## src/rtl/ap_fifo_packet_framer_if.sv

```systemverilog
// Handshake bundle between the host-side ap_fifo ports and the packet framer.
// master: the host/FIFO side; slave: the framer.
interface ap_fifo_packet_framer_if #(
  parameter int DATA_W = 128
);
  logic [DATA_W-1:0] in_r_dout;
  logic              in_r_empty_n;
  logic              in_r_read;
  logic [DATA_W-1:0] out_r_din;
  logic              out_r_full;
  logic              out_r_write;

  modport master (
    output in_r_dout, in_r_empty_n, out_r_full,
    input  in_r_read, out_r_din, out_r_write
  );

  modport slave (
    input  in_r_dout, in_r_empty_n, out_r_full,
    output in_r_read, out_r_din, out_r_write
  );
endinterface

```

## src/rtl/ap_fifo_packet_framer.sv

```systemverilog
// Packet framer: forwards a header word and N payload words from in_r to
// out_r unchanged, then appends a trailer {xor checksum, seq, N}.
// A single output register (od_p1/vld_p1) decouples the two FIFOs.
module ap_fifo_packet_framer #(
  parameter int DATA_W = 128,
  parameter int LEN_W  = 32
) (
  input  logic             ip_clk,
  input  logic             ip_rst,
  ap_fifo_packet_framer_if.slave fifo,
  output logic             busy,
  output logic [LEN_W-1:0] pkt_count
);

  localparam int CSUM_W = DATA_W / 2;

  typedef enum logic [1:0] {
    S_HDR = 2'd0,
    S_PAY = 2'd1,
    S_TRL = 2'd2
  } state_t;

  state_t state, state_n;

  logic [DATA_W-1:0] od_p1;
  logic              vld_p1;
  logic [LEN_W-1:0]  rem;
  logic [LEN_W-1:0]  len;
  logic [LEN_W-1:0]  seq;
  logic [CSUM_W-1:0] csum;

  logic              can_load;
  logic              pop;
  logic              load_trl;
  logic              drain;
  logic [DATA_W-1:0] trailer;

  // Checksum contribution of one word: upper half folded onto lower half.
  function automatic logic [CSUM_W-1:0] fold_word(input logic [DATA_W-1:0] w);
    return w[DATA_W-1:CSUM_W] ^ w[CSUM_W-1:0];
  endfunction

  assign can_load         = ~vld_p1 | ~fifo.out_r_full;
  assign drain            = vld_p1 & ~fifo.out_r_full & ~ip_rst;
  assign fifo.in_r_read   = pop;
  assign fifo.out_r_write = drain;
  assign fifo.out_r_din   = od_p1;
  assign busy             = ~ip_rst & ((state != S_HDR) | vld_p1);
  assign trailer          = {csum, seq, len};

  // Next-state and load decode; the FSM only advances on a load.
  always_comb begin
    state_n  = state;
    pop      = 1'b0;
    load_trl = 1'b0;
    case (state)
      S_HDR: begin
        pop = fifo.in_r_empty_n & can_load;
        if (pop) begin
          state_n = (fifo.in_r_dout[LEN_W-1:0] != '0) ? S_PAY : S_TRL;
        end
      end
      S_PAY: begin
        pop = fifo.in_r_empty_n & can_load;
        if (pop && rem == LEN_W'(1)) begin
          state_n = S_TRL;
        end
      end
      S_TRL: begin
        load_trl = can_load;
        if (load_trl) begin
          state_n = S_HDR;
        end
      end
      default: state_n = S_HDR;
    endcase
    if (ip_rst) begin
      pop      = 1'b0;
      load_trl = 1'b0;
      state_n  = S_HDR;
    end
  end

  // FSM state register.
  always_ff @(posedge ip_clk) begin
    if (ip_rst) begin
      state <= S_HDR;
    end else begin
      state <= state_n;
    end
  end

  // ---- stage p1: output register, length/checksum accumulators, counters ----
  always_ff @(posedge ip_clk) begin
    if (ip_rst) begin
      vld_p1    <= 1'b0;
      od_p1     <= '0;
      rem       <= '0;
      len       <= '0;
      csum      <= '0;
      seq       <= '0;
      pkt_count <= '0;
    end else begin
      if (pop || load_trl) begin
        vld_p1 <= 1'b1;
      end else if (drain) begin
        vld_p1 <= 1'b0;
      end
      if (pop && state == S_HDR) begin
        od_p1 <= fifo.in_r_dout;
        rem   <= fifo.in_r_dout[LEN_W-1:0];
        len   <= fifo.in_r_dout[LEN_W-1:0];
        csum  <= '0;
      end
      if (pop && state == S_PAY) begin
        od_p1 <= fifo.in_r_dout;
        csum  <= csum ^ fold_word(fifo.in_r_dout);
        rem   <= rem - LEN_W'(1);
      end
      if (load_trl) begin
        od_p1     <= trailer;
        seq       <= seq + LEN_W'(1);
        pkt_count <= pkt_count + LEN_W'(1);
      end
    end
  end

endmodule
```

## src/flat_wrapper.sv

```systemverilog
// flat-port wrapper written by rule: the top's interface ports become plain ports
module ap_fifo_packet_framer_flat 
#(
  parameter int DATA_W = 128,
  parameter int LEN_W  = 32
)
  (ip_clk, ip_rst, busy, pkt_count, fifo_in_r_dout, fifo_in_r_empty_n, fifo_out_r_full, fifo_in_r_read, fifo_out_r_din, fifo_out_r_write);
  ap_fifo_packet_framer_if #(.DATA_W(DATA_W)) fifo_i ();
  input  logic ip_clk;
  input  logic ip_rst;
  output logic busy;
  output logic [LEN_W-1:0] pkt_count;
  input wire logic [$bits(fifo_i.in_r_dout)-1:0] fifo_in_r_dout;
  input wire logic [$bits(fifo_i.in_r_empty_n)-1:0] fifo_in_r_empty_n;
  input wire logic [$bits(fifo_i.out_r_full)-1:0] fifo_out_r_full;
  output wire logic [$bits(fifo_i.in_r_read)-1:0] fifo_in_r_read;
  output wire logic [$bits(fifo_i.out_r_din)-1:0] fifo_out_r_din;
  output wire logic [$bits(fifo_i.out_r_write)-1:0] fifo_out_r_write;
  assign fifo_i.in_r_dout = fifo_in_r_dout;
  assign fifo_i.in_r_empty_n = fifo_in_r_empty_n;
  assign fifo_i.out_r_full = fifo_out_r_full;
  assign fifo_in_r_read = fifo_i.in_r_read;
  assign fifo_out_r_din = fifo_i.out_r_din;
  assign fifo_out_r_write = fifo_i.out_r_write;
  ap_fifo_packet_framer #(.DATA_W(DATA_W), .LEN_W(LEN_W)) u_core (.ip_clk(ip_clk), .ip_rst(ip_rst), .fifo(fifo_i), .busy(busy), .pkt_count(pkt_count));
endmodule
```

## config.mk

```make
export PLATFORM = sky130hd
export DESIGN_NAME = ap_fifo_packet_framer_flat
export DESIGN_NICKNAME = d
export VERILOG_FILES = /design/src/rtl/ap_fifo_packet_framer_if.sv /design/src/rtl/ap_fifo_packet_framer.sv /design/src/flat_wrapper.sv
export SDC_FILE = /design/constraint.sdc
export NUM_CORES = 1
export LEC_CHECK = 0
export BUFFER_PORTS_ARGS = -buffer_cell sky130_fd_sc_hd__buf_2
export CORE_ASPECT_RATIO = 0.9
export CORE_MARGIN = 2
export CORE_UTILIZATION = 50
export DETAILED_ROUTE_END_ITERATION = 10
export PLACE_DENSITY = 0.85
export SYNTH_ARGS = -nofsm -noshare
export SYNTH_HDL_FRONTEND = slang
export SYNTH_SLANG_ARGS = --single-unit
```

## constraint.sdc

```tcl
create_clock -name ip_clk -period 2.3 [get_ports ip_clk]
set_clock_uncertainty 0.05 [all_clocks]
set_input_delay 0.46 -clock ip_clk [delete_from_list [all_inputs] [get_ports ip_clk]]
set_output_delay 0.46 -clock ip_clk [all_outputs]
set_load 0.03 [all_outputs]
```

==> flow_metrics.tcl <==
set metrics [dict create \
    status "finished with violations" \
    violations "setup timing" \
    area_growth_pct 24.9 \
    ys_async_sr_fraction_pct 0 \
    die-area_um2 29400 \
    multiInputGateArea_um2 7210 \
    startpoint_type "flop" \
    crit_type "flop to flop" \
    rr_endpoint "u_core.state[1]" \
    first_pass_iters 6 \
    n_fill_cell 2311 \
    drive_gt1_share_pct 22.7 \
    cts_tree "yes" \
    grt.overflow.total 0 \
    cpMaxStageDelayCell "or4_4" \
    clkTransAtPathRegs_ns 0.06 \
    gp_congestion 0.926 \
    dpl.hpwl_um 26900 \
    vias_per_cell 5.88 \
    pwr-share-clk_pct 42.4 \
    fmax_mhz 428 \
    post-route-drc-count 0 \
    ir_drop_mv 0.543 \
    cts_sinks 323 \
    grt_max_degree 133 \
    ys_seq_area_share_pct 46.2 \
    final-seq-area_um2 6470 \
    setup_viol 2 \
    cts_buffers 36 \
    period_share_pct 102 \
    rsz0062_at_grt "true" \
    worst_skew_pair.late_latency_ns 0.51 \
    syn_nets 1811 \
    dp.cells 2269 \
    min_path_cells 2 \
    design_area_um2 17500 \
    nets 2084 \
    critPathMaxFanout 10 \
    seqPwrFrac_pct 43.1 \
    fin_ws_ns -0.0376 \
    hold-worst-slack_ns 0.133 \
    cp.required_ns 2.69 \
    switchingPower_mw 3.66 \
    hold_viol 0 \
    min_period_ns 2.34 \
    syn_area_per_cell_um2 8.36 \
    grt_usage_pct 26.8 \
    crit_end "u_core.state[1]" \
    clockRootBuffer "clkbuf_16" \
    routedWlPerCell_um 17.7 \
    drt_iter0_drc 1230 \
    netlist_area_um2 14000 \
    dpl_cell_area_um2 16100 \
    max_cap_violations 0 \
    start_util_pct 50.5 \
    die_h_um 163 \
    num_vias 13700 \
    yosysUniqueCellTypes 57 \
    std_cell_rows 58 \
    grt_pass1_wl_um 65300 \
    regToRegStartpoint "u_core.rem[4]" \
    synth-seq-cells 323 \
    rr_worst_depth 6 \
    cp_cell_sequence "or4_4 > buf_8 > or3_4 > nor4_4 > nand3b_1 > a21oi_2" \
    num_io_pins 295 \
    synth-main-ff-cell "dfxtp_1" \
    grt_pass1_vias 13000 \
    core-area_um2 27700 \
    hp-class "input pin to flop" \
    leakage_nw 6.72 \
    slew_viol_final 0 \
    cts_buffer_depth 3 \
    instances_no_fill 2332 \
    dieWidth_um 180 \
    syn_inst 1675 \
    crit_start "u_core.rem[4]" \
    combPwrFrac_pct 14.5 \
    antenna_found_initial 1 \
    ant_nets 0 \
    worstMarginPinSlew_ns 0.652 \
    cp-end-kind "flop" \
    max_stage_delay_ns 0.56 \
    powerDensity_nw_per_um2 795 \
    p_int_mw 10.2 \
    swShare_pct 26.3 \
    maxSlewHeadroom_pct 56.5 \
    rrSetupSlack_ns -0.04 \
    io_buffers 294 \
    totalWireLength_um 41300 \
    h-tree-depth 2 \
    synth_warnings 0 \
    synth_edf_count 0 \
    ctsHoldBuffers 0 \
    cp.arrival_ns 2.72 \
]
-- registers in the layout, indices dropped and copies added, names as in the netlist --
signal,flops
u_core.state,2
u_core.rem,32
u_core.seq,32
u_core.vld_p1,1
u_core.pkt_count,32
u_core.csum,64
u_core.len,32
u_core.fifo.out_r_din,128
-- metrics by stage --
step | total power, mW | worst slack, ns | utilization (%) | TNS [ns]
2_1_floorplan | 7.27 | -0.0488 | - | -0.100
3_3_place_gp | 7.91 | 0.0457 | 58.2 | 0
3_5_place_dp | 7.96 | -0.0536 | 58.2 | -0.132
4_1_cts | 13.8 | -0.0195 | 62.6 | -0.0263
5_1_grt | 14.4 | -0.108 | 63.1 | -0.285
6_report | 13.9 | -0.0376 | 63.1 | -0.0614
-- Yosys cell counts, types with 2 or more instances --
library cell	number	share of area, %
a211oi_1	2	0.11
a21o_1	2	0.11
a21oi_1	179	6.4
a22oi_1	140	7.5
a31oi_1	11	0.49
and2_1	5	0.22
and3_1	7	0.31
and4_1	13	0.81
buf_1	13	0.35
buf_2	2	0.071
clkbuf_1	102	2.7
dfxtp_1	323	46
ha_1	4	0.36
inv_1	15	0.40
inv_2	2	0.054
mux2i_1	10	0.71
nand2_1	237	6.4
nand2b_1	2	0.089
nand3_1	31	1.1
nand4_1	25	1.1
nand4b_1	3	0.19
nor2_1	208	5.6
nor2b_1	4	0.18
nor3_1	29	1.0
nor3b_1	2	0.11
nor4_1	32	1.4
o2111ai_1	2	0.13
o211ai_1	2	0.11
o21a_1	2	0.11
o21ai_0	18	0.64
o221ai_1	8	0.50
o22ai_1	8	0.36
o311ai_0	2	0.13
o31a_1	2	0.13
or2_2	3	0.13
or3_1	16	0.71
or4_1	8	0.43
xnor2_1	155	9.7
xor2_1	28	1.8
-- cell families after synthesis --
| family | count (synthesis) | synth area share (%) |
|---|---|---|
| AOI/OAI and AO/OA | 387 | 17.3 |
| xor gates and xnor gates | 183 | 11.4 |
| adders and majority gates | 4 | 0.357 |
| buffers and inverters | 135 | 3.69 |
| DFF | 323 | 46.2 |
| muxes | 11 | 0.795 |
| and+or+nand+nor | 632 | 20.3 |
-- layer usage --
| metal | vias up | track usage [%] | routed length (um) |
|---|---|---|---|
| met2 | 700 | 44.6 | 19200 |
| met3 | 99 | 5.05 | 3910 |
| met4 | 0 | 8.39 | 982 |
| li1 | 6377 | - | - |
| met5 | - | 0 | 0 |
| met1 | 6536 | 35.5 | 17200 |
-- placed cells by master, fill, tap and decap left out, types with 25 or more instances in the layout --
cell type / count
xnor2_1: 155
buf_2: 293
nor2_1: 205
clkbuf_16: 37
nand2_1: 235
nand3_1: 31
buf_4: 46
a21oi_1: 177
dfxtp_1: 320
xor2_1: 28
nor3_1: 29
nand4_1: 25
nor4_1: 25
a22oi_1: 140
-- layout make-up --
| type | instances | share of cell area (%) |
|---|---|---|
| antenna | 2 | 0.0286 |
| clock buffer | 48 | 5.99 |
| clock inverter | 12 | 0.951 |
| inverter | 17 | 0.408 |
| multi-input combinational | 1217 | 41.2 |
| sequential | 323 | 37.0 |
| tap | 360 | 2.57 |
| timing repair buffer | 353 | 11.8 |
-- critical path: cells and delay by family (launching register included) --
family | cells | cell delay, ns
flip-flops | 1 | 0.31
buffers and inverters | 1 | 0.16
AO/OA/AOI/OAI | 1 | 0.18
AND/OR/NAND/NOR | 4 | 1.56
-- worst min path at each step --
| stage | startpoint | to | slack, ns |
|---|---|---|---|
| after floorplan | u_core.len[0] | u_core.len[0] | 0.39 |
| after global placement | u_core.fifo.out_r_din[93] | u_core.fifo.out_r_din[93] | 0.39 |
| after detailed placement | u_core.fifo.out_r_din[83] | u_core.fifo.out_r_din[83] | 0.39 |
| after CTS | ip_rst | u_core.state[0] | 0.11 |
| after global routing | ip_rst | u_core.state[0] | 0.13 |
| final | ip_rst | u_core.state[0] | 0.13 |
-- repair_timing --
item / in CTS / in global routing
setup endpoints to repair: 7 / 14
pin swaps: 1 / 4
gates cloned: 0 / 0
gates resized for setup: 6 / 22
buffers inserted: 0 / 1
-- power by group through the flow --
stage	combinational (mW)	sequential, mW	clock (mW)
finish	2.02	6.00	5.89
global route	2.16	6.02	6.18
CTS	1.89	5.99	5.96
detailed placement	1.85	6.11	0
global placement	1.81	6.10	0
floorplan	0.986	6.29	0
Note: power is estimated with default switching activity, not from simulation.
